$ cat src/rtl/qlearn_action_gen_if.sv
// Step-offer channel from the action generator to the Q-learning update pipeline.
// The generator drives the step fields and valid; the pipeline returns ready.
interface qlearn_action_gen_if;
  logic       o_valid;
  logic       i_ready;
  logic [5:0] o_s;
  logic [1:0] o_action;
  logic [5:0] o_nexts;
  logic [7:0] o_sa_addr;
  logic       o_explore;

  modport master (
    output o_valid, o_s, o_action, o_nexts, o_sa_addr, o_explore,
    input  i_ready
  );

  modport slave (
    input  o_valid, o_s, o_action, o_nexts, o_sa_addr, o_explore,
    output i_ready
  );
endinterface

$ cat src/rtl/qlearn_action_gen.sv
// Epsilon-greedy action generator for an 8x8 grid Q-learning agent: owns the agent
// position, picks an action per step and offers {s, action, nexts} downstream.
module qlearn_action_gen #(
  parameter logic [5:0]  START_STATE = 6'b100_001,
  parameter logic [5:0]  GOAL_STATE  = 6'b111_111,
  parameter logic [15:0] LFSR_SEED   = 16'hACE1,
  parameter logic [7:0]  MAX_STEPS   = 8'd255
) (
  input  logic                       clk,
  input  logic                       rst_n,
  input  logic                       i_en,
  input  logic [7:0]                 i_eps,
  output logic [5:0]                 o_greedy_addr,
  input  logic [1:0]                 i_greedy_action,
  qlearn_action_gen_if.master        offer,
  output logic [7:0]                 o_step_cnt,
  output logic [15:0]                o_episode_cnt,
  output logic                       o_episode_done
);

  // An all-zero seed would lock the LFSR up forever.
  localparam logic [15:0] SEED = (LFSR_SEED == 16'h0000) ? 16'h0001 : LFSR_SEED;

  typedef enum logic [2:0] {IDLE, LOOKUP, DECIDE, OFFER, RESTART} state_t;

  state_t      state, state_nxt;
  logic [5:0]  cur_s;
  logic [15:0] lfsr;
  logic [2:0]  cx, cy;
  logic        explore_d;
  logic [1:0]  action_d;
  logic [5:0]  nexts_d;
  logic        hs;
  logic        episode_end;

  assign cx            = cur_s[5:3];
  assign cy            = cur_s[2:0];
  assign o_greedy_addr = cur_s;
  assign offer.o_sa_addr = {offer.o_s, offer.o_action};
  assign hs          = (state == OFFER) && offer.o_valid && offer.i_ready;
  assign episode_end = (offer.o_nexts == GOAL_STATE) || (o_step_cnt == MAX_STEPS - 8'd1);

  // NOTE: every always_comb output gets a default first so no path can infer a latch.
  always_comb begin
    explore_d = (lfsr[7:0] < i_eps);
    action_d  = explore_d ? lfsr[9:8] : i_greedy_action;
    nexts_d   = cur_s;
    case (action_d)
      2'b00: if (cy != 3'd0) nexts_d = {cx, cy - 3'd1};
      2'b01: if (cx != 3'd0) nexts_d = {cx - 3'd1, cy};
      2'b10: if (cy != 3'd7) nexts_d = {cx, cy + 3'd1};
      2'b11: if (cx != 3'd7) nexts_d = {cx + 3'd1, cy};
      default: nexts_d = cur_s;
    endcase
  end

  // NOTE: sequential state uses non-blocking assignments so all registers update together.
  always_ff @(posedge clk or negedge rst_n) begin
    if (!rst_n) state <= IDLE;
    else        state <= state_nxt;
  end

  always_comb begin
    state_nxt = state;
    case (state)
      IDLE:    if (i_en) state_nxt = LOOKUP;
      LOOKUP:  state_nxt = DECIDE;
      DECIDE:  state_nxt = OFFER;
      OFFER:   if (hs) state_nxt = episode_end ? RESTART : (i_en ? LOOKUP : IDLE);
      RESTART: state_nxt = i_en ? LOOKUP : IDLE;
      default: state_nxt = IDLE;
    endcase
  end

  always_ff @(posedge clk or negedge rst_n) begin
    if (!rst_n) begin
      cur_s           <= START_STATE;
      lfsr            <= SEED;
      offer.o_valid   <= 1'b0;
      offer.o_s       <= START_STATE;
      offer.o_action  <= 2'b00;
      offer.o_nexts   <= 6'd0;
      offer.o_explore <= 1'b0;
      o_step_cnt      <= 8'd0;
      o_episode_cnt   <= 16'd0;
      o_episode_done  <= 1'b0;
    end else begin
      o_episode_done <= 1'b0;
      case (state)
        DECIDE: begin
          offer.o_valid   <= 1'b1;
          offer.o_s       <= cur_s;
          offer.o_action  <= action_d;
          offer.o_nexts   <= nexts_d;
          offer.o_explore <= explore_d;
        end
        OFFER: if (hs) begin
          // The LFSR only moves on an accepted step, so stalls never perturb the sequence.
          offer.o_valid <= 1'b0;
          lfsr          <= {lfsr[0] ^ lfsr[2] ^ lfsr[3] ^ lfsr[5], lfsr[15:1]};
          cur_s         <= offer.o_nexts;
          o_step_cnt    <= o_step_cnt + 8'd1;
        end
        RESTART: begin
          o_episode_done <= 1'b1;
          cur_s          <= START_STATE;
          o_step_cnt     <= 8'd0;
          o_episode_cnt  <= o_episode_cnt + 16'd1;
        end
        default: ;
      endcase
    end
  end

endmodule

$ cat src/flat_wrapper.sv
// flat-port wrapper written by rule: the top's interface ports become plain ports
module qlearn_action_gen_flat 
#(
  parameter logic [5:0]  START_STATE = 6'b100_001,
  parameter logic [5:0]  GOAL_STATE  = 6'b111_111,
  parameter logic [15:0] LFSR_SEED   = 16'hACE1,
  parameter logic [7:0]  MAX_STEPS   = 8'd255
)
  (clk, rst_n, i_en, i_eps, o_greedy_addr, i_greedy_action, o_step_cnt, o_episode_cnt, o_episode_done, offer_o_valid, offer_o_s, offer_o_action, offer_o_nexts, offer_o_sa_addr, offer_o_explore, offer_i_ready);
  qlearn_action_gen_if offer_i ();
  input  logic clk;
  input  logic rst_n;
  input  logic i_en;
  input  logic [7:0] i_eps;
  output logic [5:0] o_greedy_addr;
  input  logic [1:0] i_greedy_action;
  output logic [7:0] o_step_cnt;
  output logic [15:0] o_episode_cnt;
  output logic o_episode_done;
  output wire logic [$bits(offer_i.o_valid)-1:0] offer_o_valid;
  output wire logic [$bits(offer_i.o_s)-1:0] offer_o_s;
  output wire logic [$bits(offer_i.o_action)-1:0] offer_o_action;
  output wire logic [$bits(offer_i.o_nexts)-1:0] offer_o_nexts;
  output wire logic [$bits(offer_i.o_sa_addr)-1:0] offer_o_sa_addr;
  output wire logic [$bits(offer_i.o_explore)-1:0] offer_o_explore;
  input wire logic [$bits(offer_i.i_ready)-1:0] offer_i_ready;
  assign offer_o_valid = offer_i.o_valid;
  assign offer_o_s = offer_i.o_s;
  assign offer_o_action = offer_i.o_action;
  assign offer_o_nexts = offer_i.o_nexts;
  assign offer_o_sa_addr = offer_i.o_sa_addr;
  assign offer_o_explore = offer_i.o_explore;
  assign offer_i.i_ready = offer_i_ready;
  qlearn_action_gen #(.START_STATE(START_STATE), .GOAL_STATE(GOAL_STATE), .LFSR_SEED(LFSR_SEED), .MAX_STEPS(MAX_STEPS)) u_core (.clk(clk), .rst_n(rst_n), .i_en(i_en), .i_eps(i_eps), .o_greedy_addr(o_greedy_addr), .i_greedy_action(i_greedy_action), .offer(offer_i), .o_step_cnt(o_step_cnt), .o_episode_cnt(o_episode_cnt), .o_episode_done(o_episode_done));
endmodule
$ cat config.mk
export PLATFORM = sky130hd
export DESIGN_NAME = qlearn_action_gen_flat
export DESIGN_NICKNAME = d
export VERILOG_FILES = /design/src/rtl/qlearn_action_gen_if.sv /design/src/rtl/qlearn_action_gen.sv /design/src/flat_wrapper.sv
export SDC_FILE = /design/constraint.sdc
export NUM_CORES = 1
export LEC_CHECK = 0
export BUFFER_PORTS_ARGS = -buffer_cell sky130_fd_sc_hd__clkbuf_2
export CORE_UTILIZATION = 55
export DETAILED_ROUTE_END_ITERATION = 7
export GPL_TIMING_DRIVEN = 0
export PLACE_DENSITY = 0.76
export SLEW_MARGIN = 30
export SYNTH_ARGS = -nofsm -noshare
export SYNTH_HDL_FRONTEND = slang
export SYNTH_SLANG_ARGS = --single-unit
$ cat constraint.sdc
create_clock -name clk -period 2.85 [get_ports clk]
set_input_delay 0.855 -clock clk [delete_from_list [all_inputs] [get_ports clk]]
set_output_delay 0.855 -clock clk [all_outputs]
set_load 0.03 [all_outputs]
==> results.py, run 1 <==
metrics = {
    "place": {
        "dp_hpwl_um": 5177,
        "port-buffer-count": 68,
        "gp_congestion": 0.8155,
        "place_area_mm2": 0.003859,
    },
    "grt": {
        "antenna_found_initial": 0,
        "grt_pass1_wl_um": 11890,
        "first_global_vias": 2481,
        "grt_usage_pct": 24.58,
        "grt_max_degree": 36,
        "grt_overflow": 0,
    },
    "yosys": {
        "synthArstFlopShare_pct": 100.0,
        "synth-main-ff-cell": "dfrtp_1",
        "synth.top_cells.by_count": "nand2_1, dfrtp_1, nor2_1",
        "synth.area.top_cells": "dfrtp_1, nand2_1, dfstp_2",
        "yosysMostFrequentCell": "nand2_1",
        "synth_cells": 353,
        "synth_top_area_share_pct": 39.72,
        "synth-edff-count": 0,
        "ys_types": 49,
        "ys_seq_elements": 66,
        "yosysSeqAreaShare_pct": 48.99,
        "synth.cell_area_mm2": 0.003402,
        "syn-num-nets": 383,
        "synth.avg_cell_area_um2": 9.637,
        "synth_largest_area_cell": "dfrtp_1",
        "ys_warn_count": 0,
    },
    "timing": {
        "min_period_over_period_pct": 90.87,
        "finalSetupViolations": 0,
        "hold_violations": 0,
        "drv_slew": 0,
        "rsz0062_at_grt": "no",
        "post-route-min-period_ps": 2590,
        "maxSlewHeadroom_pct": 46.17,
        "max_freq_mhz": 386.1,
        "clock_skew_ps": 5.808,
        "tightest_slew_ps": 804.5,
    },
    "worst_setup_path": {
        "critPathArrivalTime_ps": 2810,
        "path_buf_inv": 2,
        "startpoint_type": "input port",
        "slowest_stage": "or3_4",
        "critPathKind": "input port to flop",
        "cp_max_fo": 3,
        "worstSetupEndpointType": "flop",
        "reg2reg_from": "u_core.lfsr[5]$_DFFE_PN1P_",
        "cpLargestDelayFamily": "simple AND/OR/NAND/NOR gates",
        "crit_chain": "clkbuf_2, inv_1, ha_1, a211o_1, a21o_1, a32o_1, or3_4, and3_1, or3_1",
        "cpPeakStageDelay_ps": 350,
        "cp.required_ps": 3070,
        "critPathLaunch": "i_eps[5]",
    },
    "cells_and_area": {
        "utilization_pct": 68.45,
        "fin_nets": 463,
        "syn2layout_area_growth_pct": 19.82,
        "n_antenna_cell": 0,
        "fin_area_mm2": 0.004076,
        "drive_gt1_share_pct": 25.80,
    },
    "run": {
        "cap_violations": 0,
    },
    "routing": {
        "wl_per_cell_um": 14.19,
        "dr.pass1.iters": 4,
        "via_count": 2744,
        "drt_wl_total_um": 7277,
        "drc": 0,
        "vias_per_cell": 5.349,
        "final_antenna_net_count": 0,
        "drtIter0Drc": 138,
    },
    "floorplan": {
        "die_area_mm2": 0.006504,
        "start_util_pct": 57.12,
        "die_h_um": 80.65,
        "core_mm2": 0.005956,
        "row_count": 28,
        "pin_count": 69,
        "die_w_um": 80.65,
    },
    "cts": {
        "htree_levels": 3,
        "cts_root_buf": "clkbuf_8",
        "post_cts_buffers": 0,
        "cts_tree": "built",
        "hold_buffers": 0,
        "clock_sinks": 66,
        "cts_buffers": 9,
        "clockBufferDepth": 2,
        "cts-resized-gates": 0,
        "cts.clk_slew.worst_paths_ps": 70,
        "insertion_delay_ps": 340,
    },
    "power_and_ir_drop": {
        "vdd_drop_max_uv": 641.9,
        "p_per_area_mw_per_mm2": 847.6,
        "p_leak_uw": 0.002119,
    },
    "min_path": {
        "hp-start": "u_core.lfsr[11]$_DFFE_PN1P_",
        "hold_path_class": "flop to flop",
    },
    "run_status": {
        "run_status": "complete, no violations",
    },
}
==> routing by layer <==
layer / up-vias / global-route usage [%] / share of wire (%)
met5: - / 0 / 0
met4: 0 / 11.07 / 1.7
met3: 12 / 4.318 / 2.9
met2: 55 / 38.56 / 48
met1: 1319 / 33.11 / 47
li1: 1358 / - / -
==> final cells by class <==
type                       instances  area (µm²)
fill                             482        1879
clock inverter                     7       93.84
clock buffer                       9       123.9
buffer                            19       101.3
tap                               75       93.84
multi-input combinational        252        1574
timing repair buffer              69       362.8
sequential                        66        1667
inverter                          16       60.06
==> through the flow <==
stage	TNS, ps	cells	hold WS (ps)	total power [µW]	setup slack [ps]
6_report	0	513	455.4	3455	260.1
5_1_grt	0	513	489.5	3672	192.0
2_1_floorplan	0	353	434.6	2209	98.27
4_1_cts	0	513	455.5	3478	278.6
3_3_place_gp	-120.2	496	439.6	2565	-65.53
3_5_place_dp	-152.3	497	443.8	2610	-70.34
==> worst min-delay path, cell delays in order (launching register included) <==
cell,delay (ps)
dfstp_2,370
nand2_1,50
nand2_1,40
==> logic make-up after synthesis <==
family | share of synthesized area (%)
simple gates | 21.85
compound gates | 10.15
fa+ha+maj | 5.884
xor+xnor | 6.179
buf+inv | 4.745
flops | 48.99
mux | 2.207
==> worst paths after layout <==
path | cells past startpoint | endpoint | slack, ps
min reg2reg | 2 | u_core.lfsr[10]$_DFFE_PN1P_ | 460
min in group asynchronous | 1 | u_core.offer.o_s[3]$_DFFE_PN0P_ | 490
max reg2reg | 7 | u_core.offer.o_nexts[5]$_DFFE_PN0P_ | 360
max | 9 | u_core.offer.o_nexts[5]$_DFFE_PN0P_ | 260
max in group asynchronous | 2 | u_core.offer.o_s[0]$_DFFE_PN1P_ | 1770
min | 2 | u_core.lfsr[10]$_DFFE_PN1P_ | 460
==> registers in the layout, indices dropped and copies added (netlist names) <==
| signal | flops |
|---|---|
| u_core.offer.o_valid | 1 |
| u_core.offer.o_nexts | 6 |
| u_core.offer.o_action | 2 |
| u_core.state | 3 |
| u_core.offer.o_explore | 1 |
| u_core.lfsr | 16 |
| u_core.o_episode_cnt | 16 |
| u_core.o_step_cnt | 8 |
| u_core.offer.o_s | 6 |
| u_core.o_greedy_addr | 6 |
| u_core.o_episode_done | 1 |
==> cell usage in the layout, fill, tap and decap left out, types with 5 or more instances in the layout <==
cell,n
nand3_1,12
o31ai_1,6
clkbuf_1,10
buf_4,8
clkbuf_8,9
mux2i_1,6
nand4_1,6
dfstp_2,12
nand2b_1,5
inv_1,16
nor2_1,19
nand2_1,87
ha_1,16
and3_1,9
o21ai_0,11
xor2_1,11
clkbuf_2,67
dfrtp_1,54
xnor2_1,13
==> report_power, final <==
group	switching (µW)	internal, µW	total [µW]
Combinational	871	407	1280
Sequential	202	1120	1330
Clock	362	490	852
(Power assumes the default switching activity.)
==> run 2, diff against run 1 <==
--- a/config.mk
+++ b/config.mk
@@ -6,10 +6,9 @@
 export NUM_CORES = 1
 export LEC_CHECK = 0
 export BUFFER_PORTS_ARGS = -buffer_cell sky130_fd_sc_hd__clkbuf_2
-export CORE_UTILIZATION = 55
+export CORE_UTILIZATION = 59
 export DETAILED_ROUTE_END_ITERATION = 7
-export GPL_TIMING_DRIVEN = 0
-export PLACE_DENSITY = 0.76
+export PLACE_DENSITY = 0.81
 export SLEW_MARGIN = 30
 export SYNTH_ARGS = -nofsm -noshare
 export SYNTH_HDL_FRONTEND = slang
==> constraint.sdc (replaced) <==
create_clock -name clk -period 3.25 [get_ports clk]
set_input_delay 0.975 -clock clk [delete_from_list [all_inputs] [get_ports clk]]
set_output_delay 0.975 -clock clk [all_outputs]
set_load 0.03 [all_outputs]
==> run 2 against run 1 <==
Effect of this change: die area fell by 6.6%; cell count fell by 3.9%; utilization rose by 2.9 points; critical path type unchanged; highest routed layer unchanged.
==> results.py, run 2 (synthesized netlist as in run 1, its figures left out) <==
metrics = {
    "grt": {
        "first_global_vias": 2467,
        "grt_max_degree": 44,
        "grt_pass1_wl_um": 11390,
        "grt_overflow": 0,
        "antenna_found_initial": 0,
        "grt_usage_pct": 24.62,
    },
    "cts": {
        "insertion_delay_ps": 340,
        "clock_sinks": 66,
        "cts.clk_slew.worst_paths_ps": 60,
        "cts_tree": "built",
        "cts_root_buf": "clkbuf_8",
        "htree_levels": 3,
        "post_cts_buffers": 0,
        "cts-resized-gates": 0,
        "hold_buffers": 0,
        "cts_buffers": 9,
        "clockBufferDepth": 2,
    },
    "timing": {
        "clock_skew_ps": 8.963,
        "max_freq_mhz": 363.3,
        "finalSetupViolations": 0,
        "min_period_over_period_pct": 84.69,
        "maxSlewHeadroom_pct": 36.03,
        "drv_slew": 0,
        "fin_setup_tns_ps": 0,
        "tightest_slew_ps": 959.5,
        "rsz0062_at_grt": "no",
        "hold_violations": 0,
        "post-route-min-period_ps": 2752,
    },
    "cells_and_area": {
        "n_antenna_cell": 0,
        "drive_gt1_share_pct": 24.70,
        "fin_nets": 446,
        "final_common_cell": "nand2_1",
        "finalNonFillerCells": 493,
        "syn2layout_area_growth_pct": 16.26,
        "reg_top3": "u_core.lfsr: 16 flops, u_core.o_episode_cnt: 16 flops, u_core.o_step_cnt: 8 flops",
        "mostFrequentLayoutCells": "nand2_1, clkbuf_2, dfrtp_1, nor2_1",
    },
    "worst_setup_path": {
        "r2r-end": "u_core.offer.o_nexts[5]$_DFFE_PN0P_",
        "startpoint_type": "input port",
        "critPathKind": "input port to flop",
        "r2r_slack_ps": 730,
        "cp_max_fo": 3,
        "reg2reg_depth": 7,
        "cp.required_ps": 3460,
        "worstSetupEndpointType": "flop",
        "critPathLaunch": "i_eps[5]",
        "critPathArrivalTime_ps": 2960,
        "reg2reg_from": "u_core.lfsr[5]$_DFFE_PN1P_",
        "endpoint": "u_core.offer.o_nexts[5]$_DFFE_PN0P_",
    },
    "place": {
        "dp_hpwl_um": 4972,
        "port-buffer-count": 68,
        "placed_cells": 477,
        "gp_congestion": 0.8460,
    },
    "routing": {
        "wl_met2_um": 3338,
        "wl_per_cell_um": 14.04,
        "drtIter0Drc": 210,
        "final_antenna_net_count": 0,
        "top_layer": "met4",
        "dr.pass1.iters": 5,
        "drc": 0,
        "drt_wl_total_um": 6921,
        "vias_per_cell": 5.416,
        "via_count": 2670,
        "dr_wl_met3_um": 329,
        "drt-met1-wl_um": 3139,
    },
    "power_and_ir_drop": {
        "power_uw": 2880,
        "p_leak_uw": 0.002067,
        "vdd_drop_max_uv": 537.5,
        "p_per_area_mw_per_mm2": 728.2,
    },
    "floorplan": {
        "start_util_pct": 61.40,
        "row_count": 27,
        "die_w_um": 77.94,
        "core_mm2": 0.005540,
        "pin_count": 69,
        "die_h_um": 77.94,
        "die_area_mm2": 0.006074,
    },
    "run_status": {
        "run_status": "complete, no violations",
    },
    "min_path": {
        "hold_path_class": "flop to flop",
    },
    "run": {
        "cap_violations": 0,
    },
}
[run 2: area by class of cell]
class / count / area, µm²
flip-flops and latches: 66 / 1667
fillers: 456 / 1585
multi-input cells: 252 / 1574
repair buffers: 71 / 375.4
clock buffers: 13 / 148.9
well taps: 72 / 90.09
inverters: 16 / 60.06
clock inverters: 3 / 40.04
[run 2: metal layers]
layer / vias up / GRT usage (%)
met1: 1263 / 31.36
met2: 73 / 40.35
met3: 12 / 4.588
li1: 1322 / -
met5: - / 0
met4: 0 / 12.22
[run 2: worst min path at each step]
stage / from / endpoint / cells past startpoint
6_report: u_core.lfsr[10]$_DFFE_PN1P_ / u_core.lfsr[10]$_DFFE_PN1P_ / 2
2_1_floorplan: u_core.lfsr[11]$_DFFE_PN1P_ / u_core.lfsr[10]$_DFFE_PN1P_ / 2
3_3_place_gp: u_core.lfsr[11]$_DFFE_PN1P_ / u_core.lfsr[10]$_DFFE_PN1P_ / 2
4_1_cts: u_core.lfsr[10]$_DFFE_PN1P_ / u_core.lfsr[10]$_DFFE_PN1P_ / 2
3_5_place_dp: u_core.lfsr[10]$_DFFE_PN1P_ / u_core.lfsr[10]$_DFFE_PN1P_ / 2
5_1_grt: u_core.lfsr[11]$_DFFE_PN1P_ / u_core.lfsr[11]$_DFFE_PN1P_ / 2
[run 2: critical path: stages]
cell	delay, ps
clkbuf_2	70
inv_1	30
ha_1	300
a211o_1	280
a21o_1	180
a32o_1	240
or3_4	350
and3_1	190
or3_1	350
[run 2: metrics by stage]
step                      utilization [%]  hold slack [ps]  cell area (µm²)  worst slack (ps)
after detailed placement            67.98            448.5             3766             169.7
final                               71.39            459.1             3955             497.7
after global placement              67.98            441.0             3766             246.4
after global routing                71.39            476.3             3955             444.9
after CTS                           71.39            459.3             3955             514.0
after floorplan                         -            434.6             3402             378.3
[run 2: power by group]
part / switching, µW / internal (µW) / total [µW] / leakage (µW)
Clock: 297 / 374 / 671 / 0.0000974
Sequential: 176 / 986 / 1160 / 0.000837
Combinational: 735 / 313 / 1050 / 0.00113
==> run 3, diff against run 2 <==
--- a/config.mk
+++ b/config.mk
@@ -6,9 +6,9 @@
 export NUM_CORES = 1
 export LEC_CHECK = 0
 export BUFFER_PORTS_ARGS = -buffer_cell sky130_fd_sc_hd__clkbuf_2
-export CORE_UTILIZATION = 59
+export CORE_UTILIZATION = 50
 export DETAILED_ROUTE_END_ITERATION = 7
-export PLACE_DENSITY = 0.81
+export PLACE_DENSITY = 0.73
 export SLEW_MARGIN = 30
 export SYNTH_ARGS = -nofsm -noshare
 export SYNTH_HDL_FRONTEND = slang
==> constraint.sdc (replaced) <==
create_clock -name clk -period 2.4 [get_ports clk]
set_input_delay 0.72 -clock clk [delete_from_list [all_inputs] [get_ports clk]]
set_output_delay 0.72 -clock clk [all_outputs]
set_load 0.03 [all_outputs]
==> run 3 against run 2 <==
Effect of this change: clock skew is 2.0 ps higher; clock power is 39% higher; critical path depth is 2 lower; first-iteration DRC count is 41% lower; clock-buffer cell count is 3 lower; the flow now finishes with violations (design-rule violations, negative setup slack); utilization is 7.6 points lower; wire length is 1.1% lower; critical endpoint unchanged.
==> results.py, run 3 (synthesized netlist as in run 1, its figures left out) <==
metrics = {
    "power_and_ir_drop": {
        "p_per_area_mw_per_mm2": 956.0,
        "p_clk_share_pct": 23.8,
        "vdd_drop_max_uv": 474.2,
        "p_int_uw": 2278,
        "power_frac_seq_pct": 39.9,
        "p_sw_uw": 1662,
        "power_switching_share_pct": 42.18,
        "combPwrFrac_pct": 36.4,
        "p_leak_uw": 0.002138,
    },
    "timing": {
        "drv_slew": 0,
        "hold_violations": 0,
        "maxSlewHeadroom_pct": 52.54,
        "tightest_slew_ps": 709.2,
        "worst_slack_ps": -22.70,
        "min_period_over_period_pct": 100.9,
        "worst_hold_slack_ps": 385.9,
        "clock_skew_ps": 10.97,
        "fin_setup_tns_ps": -22.70,
        "rsz0062_at_grt": "yes",
        "post-route-min-period_ps": 2423,
        "max_freq_mhz": 412.8,
        "finalSetupViolations": 1,
    },
    "floorplan": {
        "pin_count": 69,
        "die_area_mm2": 0.007138,
        "die_w_um": 84.49,
        "row_count": 29,
        "core_mm2": 0.006459,
        "start_util_pct": 52.67,
        "die_h_um": 84.49,
    },
    "routing": {
        "dr.pass1.iters": 8,
        "wl_per_cell_um": 13.43,
        "final_antenna_net_count": 0,
        "drtIter0Drc": 123,
        "drc": 7,
        "drt_wl_total_um": 6847,
        "vias_per_cell": 5.284,
        "via_count": 2695,
    },
    "run_status": {
        "violations": "design-rule violations, negative setup slack",
        "run_status": "complete, but fails checks",
    },
    "grt": {
        "grt_usage_pct": 20.81,
        "grt_overflow": 0,
        "first_global_vias": 2409,
        "grt_max_degree": 67,
        "grt_pass1_wl_um": 11620,
        "antenna_found_initial": 0,
    },
    "worst_setup_path": {
        "cpLargestDelayFamily": "simple AND/OR/NAND/NOR gates",
        "startpoint_type": "flop",
        "cpPeakStageDelay_ps": 550,
        "path_buf_inv": 0,
        "critPathArrivalTime_ps": 2640,
        "crit_chain": "ha_4, a211o_1, a21o_1, a32o_2, or3_4, and3_4, or3_1",
        "cp_max_fo": 3,
        "critPathKind": "flop to flop",
        "worstSetupEndpointType": "flop",
        "cp.required_ps": 2610,
        "slowest_stage": "dfstp_2",
    },
    "cts": {
        "cts_root_buf": "clkbuf_8",
        "hold_buffers": 0,
        "clockBufferDepth": 2,
        "insertion_delay_ps": 340,
        "cts_tree": "built",
        "cts_buffers": 9,
        "cts.clk_slew.worst_paths_ps": 70,
        "clock_sinks": 66,
        "htree_levels": 3,
    },
    "cells_and_area": {
        "mostFrequentLayoutCells": "nand2_1, clkbuf_2, dfrtp_1, nor2_1, inv_1",
        "final_common_cell": "nand2_1",
        "syn2layout_area_growth_pct": 21.15,
        "utilization_pct": 63.81,
        "fin_area_mm2": 0.004121,
        "fin_nets": 458,
        "finalNonFillerCells": 510,
        "n_antenna_cell": 0,
        "reg_top3": "u_core.lfsr: 16 flops, u_core.o_episode_cnt: 16 flops, u_core.o_step_cnt: 8 flops",
        "drive_gt1_share_pct": 29.10,
    },
    "place": {
        "dp_hpwl_um": 4907,
        "place_area_mm2": 0.003887,
        "gp_congestion": 0.7794,
        "port-buffer-count": 68,
        "placed_cells": 493,
    },
    "min_path": {
        "hold_path_class": "input port to asynchronous set/reset pin",
    },
    "run": {
        "cap_violations": 0,
    },
}
==> run 3: cell count changes in the layout (fill, tap and decap cells not counted), sizes merged <==
| cell | before | now |
|---|---|---|
| buf | 3 | 15 |
| clkbuf | 81 | 78 |
| clkinvlp | 0 | 1 |
| clkinv | 2 | 3 |
| inv | 16 | 17 |
==> run 3: power groups by stage <==
stage          Combinational, µW  Sequential, µW  Clock [µW]
2_1_floorplan                731            1890           0
3_3_place_gp                1410            1580           0
3_5_place_dp                1430            1590           0
4_1_cts                     1430            1570         964
5_1_grt                     1560            1610        1020
6_report                    1430            1570         936
==> run 3: final timing paths <==
kind                       cells past startpoint                                   to                        start  slack [ps]
min                                            2   u_core.offer.o_explore$_DFFE_PN0P_                        rst_n         390
max in group asynchronous                      2           u_core.lfsr[0]$_DFFE_PN1P_                        rst_n        1680
max reg2reg                                    7  u_core.offer.o_nexts[5]$_DFFE_PN0P_   u_core.lfsr[5]$_DFFE_PN1P_         -20
min reg2reg                                    2          u_core.lfsr[10]$_DFFE_PN1P_  u_core.lfsr[10]$_DFFE_PN1P_         460
max                                            7  u_core.offer.o_nexts[5]$_DFFE_PN0P_   u_core.lfsr[5]$_DFFE_PN1P_         -20
min in group clk                               2          u_core.lfsr[10]$_DFFE_PN1P_  u_core.lfsr[10]$_DFFE_PN1P_         460
==> run 3: layout make-up <==
cell class	count	area (µm²)
Tap cell	77	96.34
Sequential cell	66	1667
Inverter	16	67.56
Clock inverter	6	65.06
Fill cell	542	2337
Multi-Input combinational cell	252	1614
Timing Repair Buffer	83	474.2
Clock buffer	10	137.6
==> run 3: stage by stage <==
stage                     total power, µW  setup WS [ps]
after floorplan                      2625         -199.0
after global placement               2990         -409.5
after detailed placement             3019         -418.1
after CTS                            3970          9.249
after global routing                 4188         -91.29
final                                3940         -22.70
==> run 3: metal layers <==
layer / vias to the layer above / routed length (µm) / global-route usage, %
li1: 1342 / - / -
met2: 71 / 3301 / 33.26
met1: 1276 / 3110 / 27.55
met5: - / 0 / 0
met4: 0 / 75 / 7.704
met3: 6 / 359 / 5.211
==> run 3: worst register-to-register path, cell delays in order (launching register included) <==
cell and delay, ps:
dfstp_2 550, ha_4 200, a211o_1 280, a21o_1 190, a32o_2 240, or3_4 330, and3_4 170, or3_1 340
==> run 3: timing repair <==
item	CTS	global route
buffers inserted	1	0
resized for setup	2	3
pin swaps	7	0
setup endpoints to repair	2	5
